===== src/rtl/dnn_infer_ctrl.sv =====
// dnn_infer_ctrl: request sequencer for the sigmoid inference engine.
// Clears and starts the engine, waits for done, returns the argmax class.
`timescale 1ns/1ps
module dnn_infer_ctrl #(
  parameter int ADDR_WIDTH  = 16,
  parameter int DATA_WIDTH  = 2,
  parameter int IMG_W       = 8,
  parameter int IMG_STRIDE  = 1024,
  parameter int TIMEOUT_CYC = 65535
) (
  input  logic                  clk,
  input  logic                  rst,
  input  logic                  req_valid,
  output logic                  req_ready,
  input  logic [IMG_W-1:0]      req_img,
  output logic                  rsp_valid,
  input  logic                  rsp_ready,
  output logic [3:0]            rsp_digit,
  output logic [DATA_WIDTH-1:0] rsp_score,
  output logic                  rsp_timeout,
  output logic [ADDR_WIDTH-1:0] img_base,
  output logic                  eng_reset,
  output logic                  eng_start,
  input  logic                  eng_done,
  output logic [3:0]            eng_out_idx,
  input  logic [DATA_WIDTH-1:0] eng_out,
  output logic                  busy
);

  localparam int CW = $clog2(TIMEOUT_CYC + 1);
  localparam logic [CW-1:0] TC_LAST = CW'(TIMEOUT_CYC - 1);

  typedef enum logic [2:0] {
    S_IDLE,
    S_CLEAR,
    S_START,
    S_WAIT,
    S_SCAN,
    S_RESP
  } state_t;

  state_t state, state_nx;

  logic [CW-1:0]                cnt;
  logic                         tc;
  logic                         last;
  logic                         take;
  logic signed [DATA_WIDTH-1:0] score_in;
  logic signed [DATA_WIDTH-1:0] best;
  logic [3:0]                   best_idx;
  logic [ADDR_WIDTH-1:0]        base_nx;

  assign base_nx  = ADDR_WIDTH'(32'(req_img) * 32'(IMG_STRIDE));
  assign score_in = eng_out;
  assign tc       = (cnt == TC_LAST);
  assign last     = (eng_out_idx == 4'd9);
  // idx 0 always seeds; later only strictly greater wins
  assign take     = (eng_out_idx == 4'd0) || (score_in > best);

  // state register
  always_ff @(posedge clk or negedge rst) begin
    if (!rst) state <= S_IDLE;
    else      state <= state_nx;
  end

  // next-state logic; done has priority over terminal count
  always_comb begin
    state_nx = state;
    unique case (state)
      S_IDLE:  if (req_valid) state_nx = S_CLEAR;
      S_CLEAR: state_nx = S_START;
      S_START: state_nx = S_WAIT;
      S_WAIT: begin
        if (eng_done)  state_nx = S_SCAN;
        else if (tc)   state_nx = S_RESP;
      end
      S_SCAN:  if (last) state_nx = S_RESP;
      S_RESP:  if (rsp_ready) state_nx = S_IDLE;
      default: state_nx = S_IDLE;
    endcase
  end

  // Moore handshake and engine strobes
  always_comb begin
    req_ready = 1'b0;
    rsp_valid = 1'b0;
    eng_reset = 1'b0;
    eng_start = 1'b0;
    busy      = 1'b1;
    unique case (state)
      S_IDLE: begin
        req_ready = 1'b1;
        busy      = 1'b0;
      end
      S_CLEAR: eng_reset = 1'b1;
      S_START: eng_start = 1'b1;
      S_RESP:  rsp_valid = 1'b1;
      default: ;
    endcase
  end

  // datapath: base latch, timeout counter, argmax scan, result hold
  always_ff @(posedge clk or negedge rst) begin
    if (!rst) begin
      img_base    <= '0;
      cnt         <= '0;
      eng_out_idx <= '0;
      best        <= '0;
      best_idx    <= '0;
      rsp_digit   <= '0;
      rsp_score   <= '0;
      rsp_timeout <= 1'b0;
    end else begin
      unique case (state)
        S_IDLE: begin
          if (req_valid) img_base <= base_nx;
        end
        S_START: begin
          cnt         <= '0;
          eng_out_idx <= '0;
        end
        S_WAIT: begin
          cnt <= cnt + 1'b1;
          if (!eng_done && tc) begin
            rsp_timeout <= 1'b1;
            rsp_digit   <= 4'hF;
            rsp_score   <= '0;
          end
        end
        S_SCAN: begin
          if (take) begin
            best     <= score_in;
            best_idx <= eng_out_idx;
          end
          if (last) begin
            eng_out_idx <= '0;
            rsp_timeout <= 1'b0;
            rsp_digit   <= take ? eng_out_idx : best_idx;
            rsp_score   <= take ? score_in : best;
          end else begin
            eng_out_idx <= eng_out_idx + 4'd1;
          end
        end
        default: ;
      endcase
    end
  end

endmodule

===== config.mk =====
export PLATFORM = sky130hd
export DESIGN_NAME = dnn_infer_ctrl
export DESIGN_NICKNAME = d
export VERILOG_FILES = /design/src/rtl/dnn_infer_ctrl.sv
export SDC_FILE = /design/constraint.sdc
export NUM_CORES = 1
export LEC_CHECK = 0
export ABC_CLOCK_PERIOD_IN_PS = 2400
export BUFFER_PORTS_ARGS = -buffer_cell sky130_fd_sc_hd__buf_2
export CORE_MARGIN = 1.5
export CORE_UTILIZATION = 55
export DETAILED_ROUTE_END_ITERATION = 8
export PLACE_DENSITY = 0.8
export SLEW_MARGIN = 40
export SYNTH_ARGS = -nofsm -noshare
export SYNTH_HDL_FRONTEND = slang
export SYNTH_SLANG_ARGS = --single-unit
export TNS_END_PERCENT = 10

===== constraint.sdc =====
create_clock -name clk -period 2.4 [get_ports clk]
set_clock_uncertainty 0.2 [all_clocks]
set_input_delay 0.48 -clock clk [delete_from_list [all_inputs] [get_ports clk]]
set_output_delay 0.48 -clock clk [all_outputs]
set_load 0.02 [all_outputs]

==> summary.txt <==
DR WL/cell - 14.41 um
Max H-tree Level - 2
Number of antenna-violating nets in the routed design - 0
Accumulated negative setup slack - 0 ns
Launching element of the worst setup path - cnt[0]$_DFFE_PN0P_
Worst Reg-to-Reg Cells - 6
Clock tree from TritonCTS - yes
Top post-synthesis cells by count - 42 x dfrtp_1, 22 x nand2_1, 19 x o21ai_0
Share of cells above drive strength 1 - 0.2396
Routed wire length - 4871 um
Die Y-Extent - 68.95 um
Cell area after placement - 2633 sq um
Number of filler instances in the final layout - 333
Post-Synthesis Cell Area - 2392 sq um
DR iter-0 viols - 76
Cell Count Post-Placement - 330
Startpoint of the worst register-to-register path - cnt[0]$_DFFE_PN0P_
Cell at the root of the clock tree - clkbuf_8
Number of synthesized flops with an enable pin - 0
Post-synthesis register bit count - 42
Worst path max stage delay - 0.54 ns
Final Power - 2512 uW
Layout area overhead - 13.76%
DIE AREA - 4754 sq um
Worst Path Class, Setup - reg -> reg
Reg-to-reg critical path endpoint - rsp_digit[3]$_DFFE_PN0P_
Status - complete, no violations
Number of top-level design ports - 47
Clock latency at the later pin of the worst-skew pair - 0.30 ns
Chain of cells forming the critical path - inv_1 > ha_1 > nand4_4 > or4_4 > o21ai_4 > mux2_4
Largest net degree at the start of global routing - 43
Post-DP HPWL - 3625 um
Crit path arrival time - 2.18 ns
Worst min-delay path class - in -> reg
Area of all sequential standard cells - 1051 sq um
Yosys top cell area share - 0.4393
CTS Buffer Depth - 2
Number of sinks handled by clock tree synthesis - 42
Grt met1 use - 0.3180
Post-synth ARST share - 1.000
CTS resizes - 0
Synth warn - 0
Largest delay share family, worst path - simple AND/OR/NAND/NOR gates
Crit Path Max Fanout - 5
Count of buffers from port buffering - 34
Fmax achieved - 0.4569 GHz
Leakage component of the power - 0.001315 uW
Overall track demand over capacity in global routing - 0.2313
Vias per Instance - 5.722
Top cells by area in the synthesized netlist - dfrtp_1 44%, o21ai_0 4.0%, ha_1 3.7%
Mean post-synth cell area - 9.725 sq um
Final Hold Viols - 0
Final instance area - 2721 sq um
Multi-input combinational cell area - 1197 sq um
Fin cells - 338
Synthesized instance count - 246
Clock-pin slew reported for the worst setup and hold paths after clock tree synthesis - 0.08 ns
Cts bufs inserted - 5
Power per cell area - 922.9 nW/um^2
TritonRoute pass-1 iters - 4
M3 GR Usage - 0.04545
Yosys cell types - 55
Minimum clock period - 2.189 ns
Count of endpoints failing setup in the final report - 0
Number of maximum-capacitance violations - 0
CP Buf/Inv Count - 1
Largest area contributor in the netlist - dfrtp_1
Critical Path End - rsp_digit[3]$_DFFE_PN0P_
DR vias - 1934
VDD IR max - 0.0006804 V
Number of setup buffers added after CTS - 0
Cell at the slowest stage of the critical path - or4_4
Core area - 4086 sq um
Last weighted congestion value of the routability-driven placer - 0.7749
Type of destination of the critical path - register
Number of antenna repair diodes - 0
Prevailing post-synth register cell - dfrtp_1
Routing layer with the top usage in global route - met2
Crit path launch type - register
Count of cell instances traversed by the critical path - 6
Slack of the worst reg-to-reg path - 0.21 ns
Sequential cell area fraction in the yosys report - 0.4393
Setup repair after global routing missed its margin - false
Fraction of the core area covered by cells at the end of the flow - 0.6660
Number of global-route vias before repair - 1807
Number of antenna violations at the first check in global routing - 0
Aggregate global routing overflow - 0
Most frequently used cell type in the post-synthesis netlist - dfrtp_1
Post-route clock period utilization - 0.9120
Site row count - 23
Starting density of the core - 0.5854
GRT met2 Usage - 0.3570
Final max-slew violation count - 0
Required @ worst endpoint - 2.39 ns
Post-route DRC - 0
Die boundary width - 68.95 um
First-pass GRT wire length - 8093 um
Final net count - 311
[power breakdown]
| group | internal [uW] | switching (uW) | total (uW) |
|---|---|---|---|
| Combinational | 434 | 645 | 1080 |
| Clock | 195 | 240 | 436 |
| Sequential | 845 | 153 | 997 |
[stage by stage]
| step | hold WS [ns] | setup WS, ns |
|---|---|---|
| 6_report | 0.2119 | 0.2112 |
| 5_1_grt | 0.2021 | 0.07858 |
| 2_1_floorplan | -0.01559 | 0.1358 |
| 3_5_place_dp | 0.2709 | 0.005315 |
| 3_3_place_gp | 0.2673 | 0.06149 |
| 4_1_cts | 0.2118 | 0.2087 |
[final cells by class]
| type | instances | area share |
|---|---|---|
| multi-input cells | 180 | 0.4400 |
| flip-flops and latches | 42 | 0.3862 |
| repair buffers | 48 | 0.1067 |
| clock buffers | 5 | 0.02529 |
| well taps | 50 | 0.02299 |
| inverters | 11 | 0.01517 |
| clock inverters | 2 | 0.003678 |
[worst register-to-register path, delay by kind of cell (launching register included)]
family	cells	cell delay [ns]
adder cells (fa/ha/maj)	1	0.19
multiplexers	1	0.32
AO/OA/AOI/OAI	1	0.26
flip-flops	1	0.41
buffers and inverters	1	0.09
AND/OR/NAND/NOR	2	0.63
[per-layer routing]
layer  share of wire  up-vias  wire length (um)
met5               0        -                 0
met4           0.018        0                86
met3           0.054        9               262
met2            0.47       56              2288
met1            0.46      922              2233
li1                -      947                 -
[layout by cell type, fill, tap and decap left out, drive strengths merged, types with 3 or more instances in the layout]
cell,instances
nor2,18
a21oi,8
nor3b,4
nand3,7
nand4,10
or3,4
inv,11
o21ai,21
nand2,22
xor2,3
buf,47
conb,10
dfrtp,42
a211oi,3
clkbuf,5
nor3,4
a31oi,3
ha,7
and2,3
mux2i,8
nand2b,3
o31ai,3
mux2,8
[flip-flops by register name (all words and copies together) (netlist names)]
| signal | cells |
|---|---|
| cnt | 16 |
| img_base | 6 |
| rsp_timeout | 1 |
| rsp_score | 2 |
| rsp_digit | 4 |
| eng_out_idx | 4 |
| state | 3 |
| best_idx | 4 |
| best | 2 |
[cells by family after synthesis]
logic type      Yosys count  synth area share
compound gates           54            0.1475
flops                    42            0.4393
simple gates             89            0.2087
other cells               1          0.001568
fa+ha+maj                 8           0.04498
mux                      16           0.07270
buf+inv                  33           0.07427
xor+xnor                  3           0.01099
[how the worst min path moves through the flow]
stage	from	endpoint	slack (ns)	cells after the start
after global placement	rst	cnt[2]$_DFFE_PN0P_	0.27	2
after floorplan	rst	best[0]$_DFFE_PN0P_	-0.02	0
after detailed placement	rst	cnt[2]$_DFFE_PN0P_	0.27	2
final	req_img[3]	img_base[13]$_DFFE_PN0P_	0.21	2
after CTS	req_img[4]	img_base[14]$_DFFE_PN0P_	0.21	2
after global routing	req_img[4]	img_base[14]$_DFFE_PN0P_	0.20	2
[timing repair]
item | in CTS | in global routing
hold endpoints to repair | 42 | 0
endpoints found under the setup margin | 0 | 0
hold buffers | 1 | 0
No activity file was read; power rests on OpenSTA's default activity.
